## src/rtl/i2s_tx.sv

```systemverilog
// I2S transmitter: buffers one stereo pair ahead of the active frame and
// serialises 64-bit frames (32-bit left/right slots, one-bit WS delay) on a 64fs clock.
module i2s_tx #(
    parameter int WIDTH = 32
) (
    input  logic        clk_in,
    input  logic        rstn,
    input  logic [31:0] left_in,
    input  logic [31:0] right_in,
    input  logic        in_valid,
    output logic        in_ready,
    input  logic        underrun_clr,
    output logic        underrun,
    output logic        i2s_sclk,
    output logic        i2s_ws,
    output logic        i2s_sd
);

    localparam logic [31:0] SLOT_MASK = ~(32'hFFFF_FFFF >> WIDTH);

    logic [5:0]  cnt;
    logic [5:0]  cnt_nxt;
    logic [4:0]  bit_idx;
    logic        frame_load;
    logic        accept;
    logic        sd_nxt;
    logic [31:0] hold_l;
    logic [31:0] hold_r;
    logic        hold_full;
    logic [31:0] act_l;
    logic [31:0] act_r;

    assign i2s_sclk = ~clk_in;
    assign in_ready = ~hold_full;

    // Bit index is -cnt_nxt mod 32 for both slots; cycle 0 reuses it to emit R[0]
    // of the frame still held in act_r, which gives the one-bit I2S delay for free.
    always_comb begin
        cnt_nxt    = cnt + 6'd1;
        bit_idx    = 5'd0 - cnt_nxt[4:0];
        frame_load = (cnt == 6'd63);
        accept     = in_valid & ~hold_full;
        sd_nxt     = act_r[bit_idx];
        if ((cnt_nxt != 6'd0) && (cnt_nxt <= 6'd32)) begin
            sd_nxt = act_l[bit_idx];
        end
    end

    always_ff @(posedge clk_in or negedge rstn) begin
        if (!rstn) begin
            cnt    <= 6'd0;
            i2s_ws <= 1'b0;
            i2s_sd <= 1'b0;
        end else begin
            cnt    <= cnt_nxt;
            i2s_ws <= cnt_nxt[5];
            i2s_sd <= sd_nxt;
        end
    end

    // Holding buffer drains into the active frame only on the frame-load edge;
    // an empty buffer there loads silence instead.
    always_ff @(posedge clk_in or negedge rstn) begin
        if (!rstn) begin
            hold_l    <= 32'd0;
            hold_r    <= 32'd0;
            hold_full <= 1'b0;
            act_l     <= 32'd0;
            act_r     <= 32'd0;
        end else begin
            if (accept) begin
                hold_l    <= left_in & SLOT_MASK;
                hold_r    <= right_in & SLOT_MASK;
                hold_full <= 1'b1;
            end
            if (frame_load) begin
                if (hold_full) begin
                    act_l     <= hold_l;
                    act_r     <= hold_r;
                    hold_full <= 1'b0;
                end else begin
                    act_l <= 32'd0;
                    act_r <= 32'd0;
                end
            end
        end
    end

    // Setting on a starved frame-load edge takes priority over a clear request.
    always_ff @(posedge clk_in or negedge rstn) begin
        if (!rstn) begin
            underrun <= 1'b0;
        end else if (frame_load && !hold_full) begin
            underrun <= 1'b1;
        end else if (underrun_clr) begin
            underrun <= 1'b0;
        end
    end

endmodule

```

## config.mk

```make
export PLATFORM = sky130hd
export DESIGN_NAME = i2s_tx
export DESIGN_NICKNAME = d
export VERILOG_FILES = /design/src/rtl/i2s_tx.sv
export SDC_FILE = /design/constraint.sdc
export NUM_CORES = 1
export LEC_CHECK = 0
export CAP_MARGIN = 0
export CORE_MARGIN = 4
export CORE_UTILIZATION = 50
export CTS_BUF_LIST = sky130_fd_sc_hd__clkbuf_16
export CTS_CLUSTER_SIZE = 14
export DETAILED_ROUTE_END_ITERATION = 10
export PLACE_DENSITY = 0.74
export SLEW_MARGIN = 20
export SYNTH_ARGS = -nofsm -noshare
export SYNTH_HDL_FRONTEND = slang
export SYNTH_SLANG_ARGS = --single-unit
```

## constraint.sdc

```tcl
create_clock -name clk_in -period 2.55 [get_ports clk_in]
set_input_delay 0.765 -clock clk_in [delete_from_list [all_inputs] [get_ports clk_in]]
set_output_delay 0.765 -clock clk_in [all_outputs]
set_load 0.02 [all_outputs]
```

## Word-level counts from Yosys, hierarchy flattened

Cells that the tools add are included.

| operators by class | value |
|---|---|
| add/subtract/negate cells | 2 |
| $lt $le $gt $ge | 2 |
| equality and inequality tests | 1 |
| mux-type cells | 12 |
| bitwise gates (word level) | 3 |
| reductions and logical operators | 5 |

Operators by type and width:

| operator | count |
|---|---|
| $mux 32 | 2 |
| $bmux 1 s5 | 2 |
| $mux 1 | 8 |
| $add 6x1->6 const B | 1 |
| $eq 6x6->1 const B | 1 |
| $le 6x6->1 const B | 1 |
| $lt 5x6->1 const B | 1 |
| $reduce_bool 6->1 | 1 |
| $sub 1x5->5 const A | 1 |
| $logic_and 1x1->1 | 2 |
| $not 1->1 | 2 |
| $reduce_bool 2->1 | 1 |
| $and 1x1->1 | 1 |
| $logic_not 1->1 | 1 |

| word-level totals | value |
|---|---|
| bits in registers | 138 |
| input bits | 68 |
| word-level logic and storage cells | 34 |

## Depth between registers and ports, before layout

| logic depth | value |
|---|---|
| depth after elaboration | 5 |
| mapped depth | 8 |
| gate-level depth less buffers | 7 |

==> summary.txt <==
Die area: 13,500 µm²
I/O Pins: 73
Worst EP required: 1.79 ns
CP Class: clk -> out
Starting density of the core: 51.1%
Ratio of cells with drive above 1 in the final layout: 21.5%
Worst R2R Setup Slack: 0.23 ns
Place WS: -0.0989 ns
Syn nets: 571
Initial antenna violation count: 0
Site Rows: 39
Synthesis Warnings: 0
Nets: 642
Vias per cell: 5.39
Buf+Inv Stages, Crit Path: 4
Mapped Area: 5860 µm²
Total wire length: 11,200 µm
Syn Area/Cell: 11.7 µm²
Drt pass-1 iters: 4
Starting DRT DRC Count: 178
Crit path top cell by count: clkbuf_16
Fin. max-slew vios: 0
R2r startpoint: cnt[2]
Num CTS Buffers: 17
Seq/Total Area, Yosys: 58.5%
Worst Path Max Fanout: 11
H-tree depth: 4
DP Wirelength: 7130 µm
Syn-to-layout area delta: 25.3%
Diode count: 0
Die height: 116 µm
Max stage delay cell, worst path: clkbuf_16
Port Buf Inserts: 72
Routed vias: 3,929
Number of hold buffers added after cts: 0
Ys async rst share: 100%
Gr usage total: 18.7%
Most frequent cells in the layout: 138 x nand2_1, 136 x dfrtp_1, 70 x clkdlybuf4s50_1
Total chip power: 5.94 mW
Core area: 11,500 µm²
Cells after Synth: 502
Worst-Margin Slew: 0.638 ns
Worst reg2reg endpoint: act_r[5]
Top Family by Delay on Critical Path: buffers and inverters
Synth cell types: 34
Drt drc: 0
Power density cells: 808 nW/µm²
Largest net degree at the start of global routing: 67
Max-Slew Margin vs Limit: 57.5%
Worst-Skew Late Latency: 0.68 ns
Most common cell after layout, fill and taps aside: nand2_1
WL per Instance: 15.3 µm
Largest stage delay, worst path: 0.15 ns
Startpoint Class: clock port
FF-to-FF path depth: 5
Crit-path cells: clkbuf_16 -> clkbuf_16 -> inv_1 -> buf_2
Leakage: 3.35 nW
CTS max path bufs: 2
Vias in the first global route: 4,165
Total gr overflow: 0
Die Width: 116 µm
EDFF count, synth: 0
Fin. Hold Viols: 0
Worst min-delay path class: in -> async
Max Cap Viol: 0
Post-detailed-route count of antenna-violating nets: 0
Outcome: finished clean
Final Wtd Congestion: 0.743
Final setup vio count: 0
Worst Skew: 0.429 ns
Root Buffer: clkbuf_16
Clock edge transition at the registers on the reported setup and hold paths: 0.05 ns
First-pass GRT wire length: 19,200 µm
Fin worst setup slack: 0.0383 ns
CTS tree: yes
Crit end category: output pin
RSZ-0062 raised after global routing: false
Most used flip-flop cell after synthesis: dfrtp_1
CP Data Arrival Time: 1.75 ns
Number of synthesized register bits: 137
Maximum vdd drop: 0.902 mV
==> how the worst max path moves through the flow <==
stage               startpoint  endpoint  slack [ns]  depth (start not counted)
floorplan               cnt[0]    i2s_sd        0.26                          7
global placement        clk_in  i2s_sclk        -0.1                          2
detailed placement      clk_in  i2s_sclk        -0.1                          2
CTS                     clk_in  i2s_sclk        0.03                          4
global route            clk_in  i2s_sclk       0.005                          4
finish                  clk_in  i2s_sclk        0.04                          4
==> layer usage <==
layer  global-route usage [%]  vias to the layer above  wire (µm)  share of wire (%)
li1                         -                     1866          -                  -
met2                     28.2                       98       5430                 49
met3                     7.25                       27        609                5.5
met4                     9.05                        0        257                2.3
met5                        0                        -          0                  0
met1                     23.7                     1938       4870                 44
==> cells in the mapped netlist, types with 2 or more instances <==
cell      instances  area [µm²]
a21oi_1           2        10.0
nand2_1         138         518
mux4_2           13         293
nand3_1           4        20.0
and3_1            4        25.0
a21o_1            2        15.0
nor2b_1           2        12.5
a21boi_0          2        15.0
buf_1             2        7.51
nand3b_1          2        15.0
mux4_1            5         131
dfrtp_1         137        3430
o21ai_0          66         330
inv_1             7        26.3
mux2_2           64         721
clkbuf_1         30         113
xnor2_1           2        17.5
o22ai_1           2        12.5
xor2_1            3        26.3
==> flip-flops by register name, indices dropped and copies added, names as in the netlist <==
| register | count |
|---|---|
| hold_r | 32 |
| hold_l | 32 |
| hold_full | 1 |
| act_r | 32 |
| i2s_sd | 1 |
| underrun | 1 |
| act_l | 32 |
| cnt | 6 |
==> cell families (layout without fill, tap and decap cells) <==
| family | after synthesis | in the layout | share of synthesized area [%] |
|---|---|---|---|
| AO/OA/AOI/OAI | 80 | 80 | 7.47 |
| XOR/XNOR | 5 | 5 | 0.747 |
| adder cells (fa/ha/maj) | 1 | 1 | 0.213 |
| buffers and inverters | 42 | 126 | 2.90 |
| flip-flops | 137 | 137 | 58.5 |
| multiplexers | 82 | 82 | 19.5 |
| AND/OR/NAND/NOR | 155 | 155 | 10.7 |
==> where the power goes <==
group	switching (mW)	internal [mW]
Clock	0.940	1.45
Sequential	0.213	2.57
Combinational	0.287	0.480
Total	1.44	4.50
==> cell type report <==
| cell class | instances | area [µm²] |
|---|---|---|
| tap | 143 | 179 |
| inverter | 6 | 22.5 |
| clock inverter | 14 | 63.8 |
| sequential | 137 | 3430 |
| multi-input combinational | 323 | 2280 |
| clock buffer | 25 | 518 |
| fill | 900 | 4120 |
| timing repair buffer | 81 | 850 |
==> what timing repair did <==
item | 4_1_cts | 5_1_grt
setup endpoints to repair | 1 | 0
gates resized for setup | 4 | 0
buffers inserted | 5 | 0
==> per-stage QoR <==
stage	TNS [ns]	hold slack (ns)	area (µm²)	util, %	cells
2_1_floorplan	0	0.442	5860	-	502
3_3_place_gp	-0.0989	0.454	6780	59.1	692
3_5_place_dp	-0.0989	0.464	6780	59.1	692
4_1_cts	0	0.00706	7350	64.1	729
5_1_grt	0	0.0221	7350	64.1	729
6_report	0	0.00354	7350	64.1	729
No activity file was read; power rests on OpenSTA's default activity.
